### config.mk
export PLATFORM = sky130hd
export DESIGN_NAME = alu_operand_sequencer
export DESIGN_NICKNAME = d
export VERILOG_FILES = /design/src/rtl/alu_operand_sequencer.sv
export SDC_FILE = /design/constraint.sdc
export NUM_CORES = 1
export LEC_CHECK = 0
export BUFFER_PORTS_ARGS = -buffer_cell sky130_fd_sc_hd__buf_2
export CAP_MARGIN = 20
export CORE_MARGIN = 3
export CORE_UTILIZATION = 64
export CTS_BUF_LIST = sky130_fd_sc_hd__clkbuf_8 sky130_fd_sc_hd__clkbuf_16
export CTS_CLUSTER_DIAMETER = 50
export DETAILED_ROUTE_END_ITERATION = 16
export GPL_ROUTABILITY_DRIVEN = 0
export PLACE_DENSITY = 0.86
export SYNTH_ARGS = -nofsm -noshare
export SYNTH_HDL_FRONTEND = slang
export SYNTH_SLANG_ARGS = --single-unit
### constraint.sdc
create_clock -name clk -period 5.85 [get_ports clk]
set_input_delay 0.585 -clock clk [delete_from_list [all_inputs] [get_ports clk]]
set_output_delay 0.585 -clock clk [all_outputs]
set_load 0.01 [all_outputs]
### src/rtl/alu_operand_sequencer.sv
// Byte-serial operand/opcode sequencer feeding the 8-bit ALU result register.
// Define ALU_SEQ_FLAGS_EN to build the Z/C/N/V flag registers; otherwise flags read 0.
module alu_operand_sequencer #(
  parameter int WIDTH = 8
) (
  input  logic             clk,
  input  logic             reset_n,
  input  logic             in_valid,
  output logic             in_ready,
  input  logic [WIDTH-1:0] in_data,
  input  logic             abort,
  output logic             busy,
  output logic [WIDTH-1:0] res_d,
  output logic             res_en,
  output logic             flag_z,
  output logic             flag_c,
  output logic             flag_n,
  output logic             flag_v
);

  // state   | meaning
  // LOAD_A  | idle, waiting for operand A
  // LOAD_B  | waiting for operand B
  // LOAD_OP | waiting for opcode byte
  // EXEC    | one-cycle execute, result registered on closing edge
  typedef enum logic [1:0] {LOAD_A, LOAD_B, LOAD_OP, EXEC} state_t;

  state_t           state;
  logic [WIDTH-1:0] a_q, b_q, result;
  logic [2:0]       op_q;
  logic [WIDTH:0]   sum, diff;

  assign in_ready = (state != EXEC) && !abort;
  assign busy     = (state != LOAD_A);

  assign sum  = {1'b0, a_q} + {1'b0, b_q};
  assign diff = {1'b0, a_q} - {1'b0, b_q};

  always_comb begin
    result = '0;
    case (op_q)
      3'b000:  result = sum[WIDTH-1:0];
      3'b001:  result = diff[WIDTH-1:0];
      3'b010:  result = a_q & b_q;
      3'b011:  result = a_q | b_q;
      3'b100:  result = a_q ^ b_q;
      3'b101:  result = {a_q[WIDTH-2:0], 1'b0};
      3'b110:  result = {1'b0, a_q[WIDTH-1:1]};
      default: result = ~a_q;
    endcase
  end

  always_ff @(posedge clk or negedge reset_n) begin
    if (!reset_n) begin
      state  <= LOAD_A;
      a_q    <= '0;
      b_q    <= '0;
      op_q   <= '0;
      res_d  <= '0;
      res_en <= 1'b0;
    end else begin
      res_en <= 1'b0;
      if (abort) begin
        // Abort beats any pending byte and any result still in EXEC.
        state <= LOAD_A;
        a_q   <= '0;
        b_q   <= '0;
        op_q  <= '0;
      end else begin
        case (state)
          LOAD_A: if (in_valid) begin
            a_q   <= in_data;
            state <= LOAD_B;
          end
          LOAD_B: if (in_valid) begin
            b_q   <= in_data;
            state <= LOAD_OP;
          end
          LOAD_OP: if (in_valid) begin
            op_q  <= in_data[2:0];
            state <= EXEC;
          end
          default: begin
            res_d  <= result;
            res_en <= 1'b1;
            state  <= LOAD_A;
          end
        endcase
      end
    end
  end

`ifdef ALU_SEQ_FLAGS_EN
  logic c_nxt, v_nxt;

  always_comb begin
    c_nxt = 1'b0;
    v_nxt = 1'b0;
    case (op_q)
      3'b000: begin
        c_nxt = sum[WIDTH];
        v_nxt = (a_q[WIDTH-1] == b_q[WIDTH-1]) && (sum[WIDTH-1] != a_q[WIDTH-1]);
      end
      3'b001: begin
        c_nxt = diff[WIDTH];
        v_nxt = (a_q[WIDTH-1] != b_q[WIDTH-1]) && (diff[WIDTH-1] != a_q[WIDTH-1]);
      end
      3'b101:  c_nxt = a_q[WIDTH-1];
      3'b110:  c_nxt = a_q[0];
      default: c_nxt = 1'b0;
    endcase
  end

  always_ff @(posedge clk or negedge reset_n) begin
    if (!reset_n) begin
      flag_z <= 1'b0;
      flag_c <= 1'b0;
      flag_n <= 1'b0;
      flag_v <= 1'b0;
    end else if (state == EXEC && !abort) begin
      flag_z <= (result == '0);
      flag_c <= c_nxt;
      flag_n <= result[WIDTH-1];
      flag_v <= v_nxt;
    end
  end
`else
  logic carry_unused;
  assign carry_unused = sum[WIDTH] ^ diff[WIDTH];
  assign flag_z = 1'b0;
  assign flag_c = 1'b0;
  assign flag_n = 1'b0;
  assign flag_v = 1'b0;
`endif

endmodule

## Word level (Yosys, flattened, before mapping)

Index checks and enable logic that the tools add are counted.

- Register bits after elaboration: 30
- Input port bits: 12
- Output and inout bits: 15
- Logic and storage cells: 57

- Add/subtract/negate cells: 2
- Equal/unequal tests: 12
- Mux-type cells: 16
- Bitwise logic cells: 6
- Reduce and logical (&&, ||, !) cells: 15

Operators with widths:

| operator | count |
|---|---|
| $pmux W8 S7 | 1 |
| $mux W8 | 5 |
| $reduce_bool A2 Y1 | 5 |
| $eq A3 B3 Y1 const B | 3 |
| $mux W3 | 3 |
| $ne A3 B3 Y1 const B | 3 |
| $add A8 B8 Y8 | 1 |
| $and A8 B8 Y8 | 1 |
| $mux W2 | 4 |
| $not A8 Y8 | 1 |
| $or A8 B8 Y8 | 1 |
| $reduce_and A2 Y1 | 4 |
| $sub A8 B8 Y8 | 1 |
| $xor A8 B8 Y8 | 1 |
| $eq A3 B2 Y1 const B | 2 |
| $pmux W2 S3 | 1 |
| $eq A3 B1 Y1 const B | 1 |
| $logic_not A3 Y1 | 1 |
| $reduce_and A3 Y1 | 1 |
| $reduce_or A3 Y1 | 1 |
| $eq A2 B1 Y1 const B | 1 |
| $eq A2 B2 Y1 const B | 1 |
| $logic_not A2 Y1 | 1 |
| $mux W1 | 2 |
| other kinds (4) | 5 |

## Logic depth before layout (Yosys ltp)

- Depth after elaboration: 4
- Mapped depth: 10
- Gate-level depth less buffers: 10

## Worst setup path before layout

Ideal clock, no wire load.

- Path kind: register to register
- Start point: register op_q[1]
- End point: register res_d[6]
- Setup time: 73 ps
- Arrival time: 2247 ps
- Required time: 5777 ps
- Slack: 3530 ps
- Cell stages (with the launch flop): 10
- Path buffers: 1
- Period minus slack after synthesis: 2320 ps
- Cells stage by stage: dfrtp_1 -> buf_6 -> nor3b_4 -> mux2i_1 -> fa_1 -> a211oi_1 -> or4b_1 -> o31ai_1 -> a21oi_1 -> a21oi_2

- Cells in the longest elaborated chain, start to end: 2
- Elaborated cells on any way between the ends: 8
- Classes of those cells: eq/ne (6); mux (1); reduce/logical (1)

Ends and longest elaborated chain:

| item | line | source |
|---|---|---|
| from (decl) | 30 | `logic [2:0] op_q;` |
| from (signal assigned) | 80 | `op_q <= in_data[2:0];` |
| $eq A3 B3 Y1 (tied with other cells) | 41 | `case (op_q)` |
| $pmux W8 S7 (*) | 41 |  |
| to (signal assigned) | 84 | `res_d <= result;` |
| to (decl) | 13 | `output logic [WIDTH-1:0] res_d,` |

Every way passes the cells marked *; elsewhere a longest branch is shown, timed or not.
A chain may end at the register's enable or synchronous reset.

## Final worst setup path

- Start point: register op_q[0]
- End point: register res_d[6]

Same word-level chain as after synthesis.

==> reports/qor.csv <==
metric,value,unit
outcome,"finished, final reports clean",
start_util,69.7,%
cp-start-kind,register,
relSlewSlack,45.3,%
cpPeakStageDelay,0.87,ns
reg2reg_depth,8,
p_per_area,449,nW/µm²
path_class,reg -> reg,
finalCritPeriodShare,51.4,%
postCtsHoldBufs,0,
clk_latency,0.29,ns
clkSinkCount,30,
r2r_slack,2.84,ns
endpoint_kind,register,
areaGrowthSynthToFinish,8.66,%
io_pins,27,
post_cts_resized,0,
core_area,3520,µm²
clk_path_buf_depth,2,
postSynthAreaPerCell,8.35,µm²
worstMarginPinSlew,0.821,ns
post_cts.repair.setup_buffers,0,
tns,0,ns
grt-ovfl-total,0,
cap_violations,0,
clkTransAtPathRegs,0.07,ns
drc,0,
layout.nets,350,
filler_cell_count,264,
r2r-end,res_d[6],
min_period,3.01,ns
die_h,67.9,µm
track_usage,27.5,%
rows,21,
rsz0062_at_grt,false,
antenna_found_initial,0,
portBuffers,22,
grt_pass1_wl,9.54,mm
hpwlAfterDp,3.78,mm
reg2reg_from,op_q[0],
p_leak,1.18,nW
grt_pass1_vias,2027,
dr.pass1.iters,5,
syn_inst,294,
ys_async_sr_fraction,100,%
cp_slowest_cell,dfrtp_1,
wl_per_cell,15.4,µm
yosys_most_used_dff,dfrtp_1,
seq_area_frac_synth,30.6,%
fin_ws,2.84,ns
cts-htree-levels,2,
dp_cells,347,
cts_tree,built,
vias,2146,
root_buffer,clkbuf_8,
die_x,67.9,µm
layout_common_cells,"nand2_1 (37), dfrtp_1 (30), a21oi_1 (29), ha_1 (29), buf_2 (22)",
max_freq,333,MHz
required,6.07,ns
drive_gt1_share,12.3,%
finalHoldViolations,0,
grt_max_degree,31,
syn-cell-area,2450,µm²
arrival,3.22,ns
mostFrequentLayoutCell,nand2_1,
hold_path.class,in -> async,
crit_chain,nor3b_4 -> mux2i_1 -> fa_1 -> a211oi_1 -> or4b_1 -> o31ai_1 -> a21oi_1 -> a21oi_2,
cp_num_buf_inv,0,
drt_wl_total,5.46,mm
finClkSkew,0.00528,ns
yosys_warnings,0,
drtIter0Drc,161,
path_max_fanout,25,
peakVddDrop,320,µV
numCtsBuffers,5,
place_ws,2.88,ns
final_cells,355,
synth_edf_count,0,
die_area,4620,µm²
ant_nets,0,
ys_ff_latch,30,
setup_viol,0,
cp_top_family,simple AND/OR/NAND/NOR gates,
routed_via_density,6.05,
antenna_cells,0,
slew_violations,0,
ys_types,51,
## Yosys cell counts, types with 7 or more instances
library cell  number  area share [%]
nand2_1           37             5.7
dfrtp_1           30              31
a21oi_1           29             5.9
ha_1              29              15
inv_1             21             3.2
nand3_1           20             4.1
o21ai_1           16             3.3
nor2_1            11             1.7
xnor2_1           11             3.9
o21ai_0            8             1.6
buf_4              7             2.1
nor3_1             7             1.4
## final cells by class
type	instances	area, µm²	area share, %
Multi-Input combinational cell	225	1520	56.8
Sequential cell	30	751	28.1
Timing Repair Buffer	22	110	4.13
Inverter	24	90.1	3.38
Clock buffer	6	82.6	3.10
Clock inverter	2	60.1	2.25
Tap cell	46	57.6	2.16
## worst reg2reg max path: cells and delay by family (launching register included)
family          cells  cell delay [ns]
compound gates      4             0.46
fa+ha+maj           1             0.30
flops               1             0.87
mux                 1             0.37
simple gates        2             0.95
## through the flow
| step | hold WS, ns | utilization [%] | area, µm² | power [mW] |
|---|---|---|---|---|
| 6_report | 0.322 | 75.8 | 2670 | 1.20 |
| 5_1_grt | 0.371 | 75.8 | 2670 | 1.30 |
| 4_1_cts | 0.351 | 75.8 | 2670 | 1.20 |
| 3_5_place_dp | 0.471 | 71.7 | 2520 | 0.922 |
| 3_3_place_gp | 0.463 | 71.7 | 2520 | 0.900 |
| 2_1_floorplan | 0.289 | - | 2470 | 0.790 |
## layer usage
metal	GRT usage, %	wire, µm
met3	6.24	387
met1	35.1	2300
met5	0	0
met4	11.4	142
met2	44.6	2620
## how the worst max path moves through the flow
stage | startpoint | to | cells after the start
after CTS | op_q[0] | res_d[6] | 8
after global routing | op_q[0] | res_d[6] | 8
after floorplan | op_q[1] | res_d[6] | 9
after global placement | op_q[0] | res_d[6] | 8
final | op_q[0] | res_d[6] | 8
after detailed placement | op_q[0] | res_d[6] | 8
## registers in the layout (all words and copies together), names as in the netlist
signal	count
a_q	8
res_d	8
res_en	1
state	2
op_q	3
b_q	8
## cell families (layout without fill, tap and decap cells)
| family | Yosys count | after routing | share of synthesized area (%) |
|---|---|---|---|
| xor gates and xnor gates | 12 | 12 | 4.28 |
| muxes | 9 | 9 | 3.87 |
| buffers and inverters | 42 | 54 | 8.10 |
| adders and majority gates | 30 | 30 | 15.6 |
| DFF | 30 | 30 | 30.6 |
| and+or+nand+nor | 87 | 87 | 16.9 |
| AOI/OAI and AO/OA | 83 | 83 | 20.5 |
| other | 1 | 4 | 0.153 |
## report_power, final
| group | total [mW] | internal (mW) | switching (mW) | leakage, nW |
|---|---|---|---|---|
| clock | 0.266 | 0.182 | 0.0841 | 0.0714 |
| sequential | 0.327 | 0.256 | 0.0709 | 0.399 |
| combinational | 0.606 | 0.273 | 0.333 | 0.711 |
| total | 1.20 | 0.711 | 0.488 | 1.18 |
(Power assumes the default switching activity.)
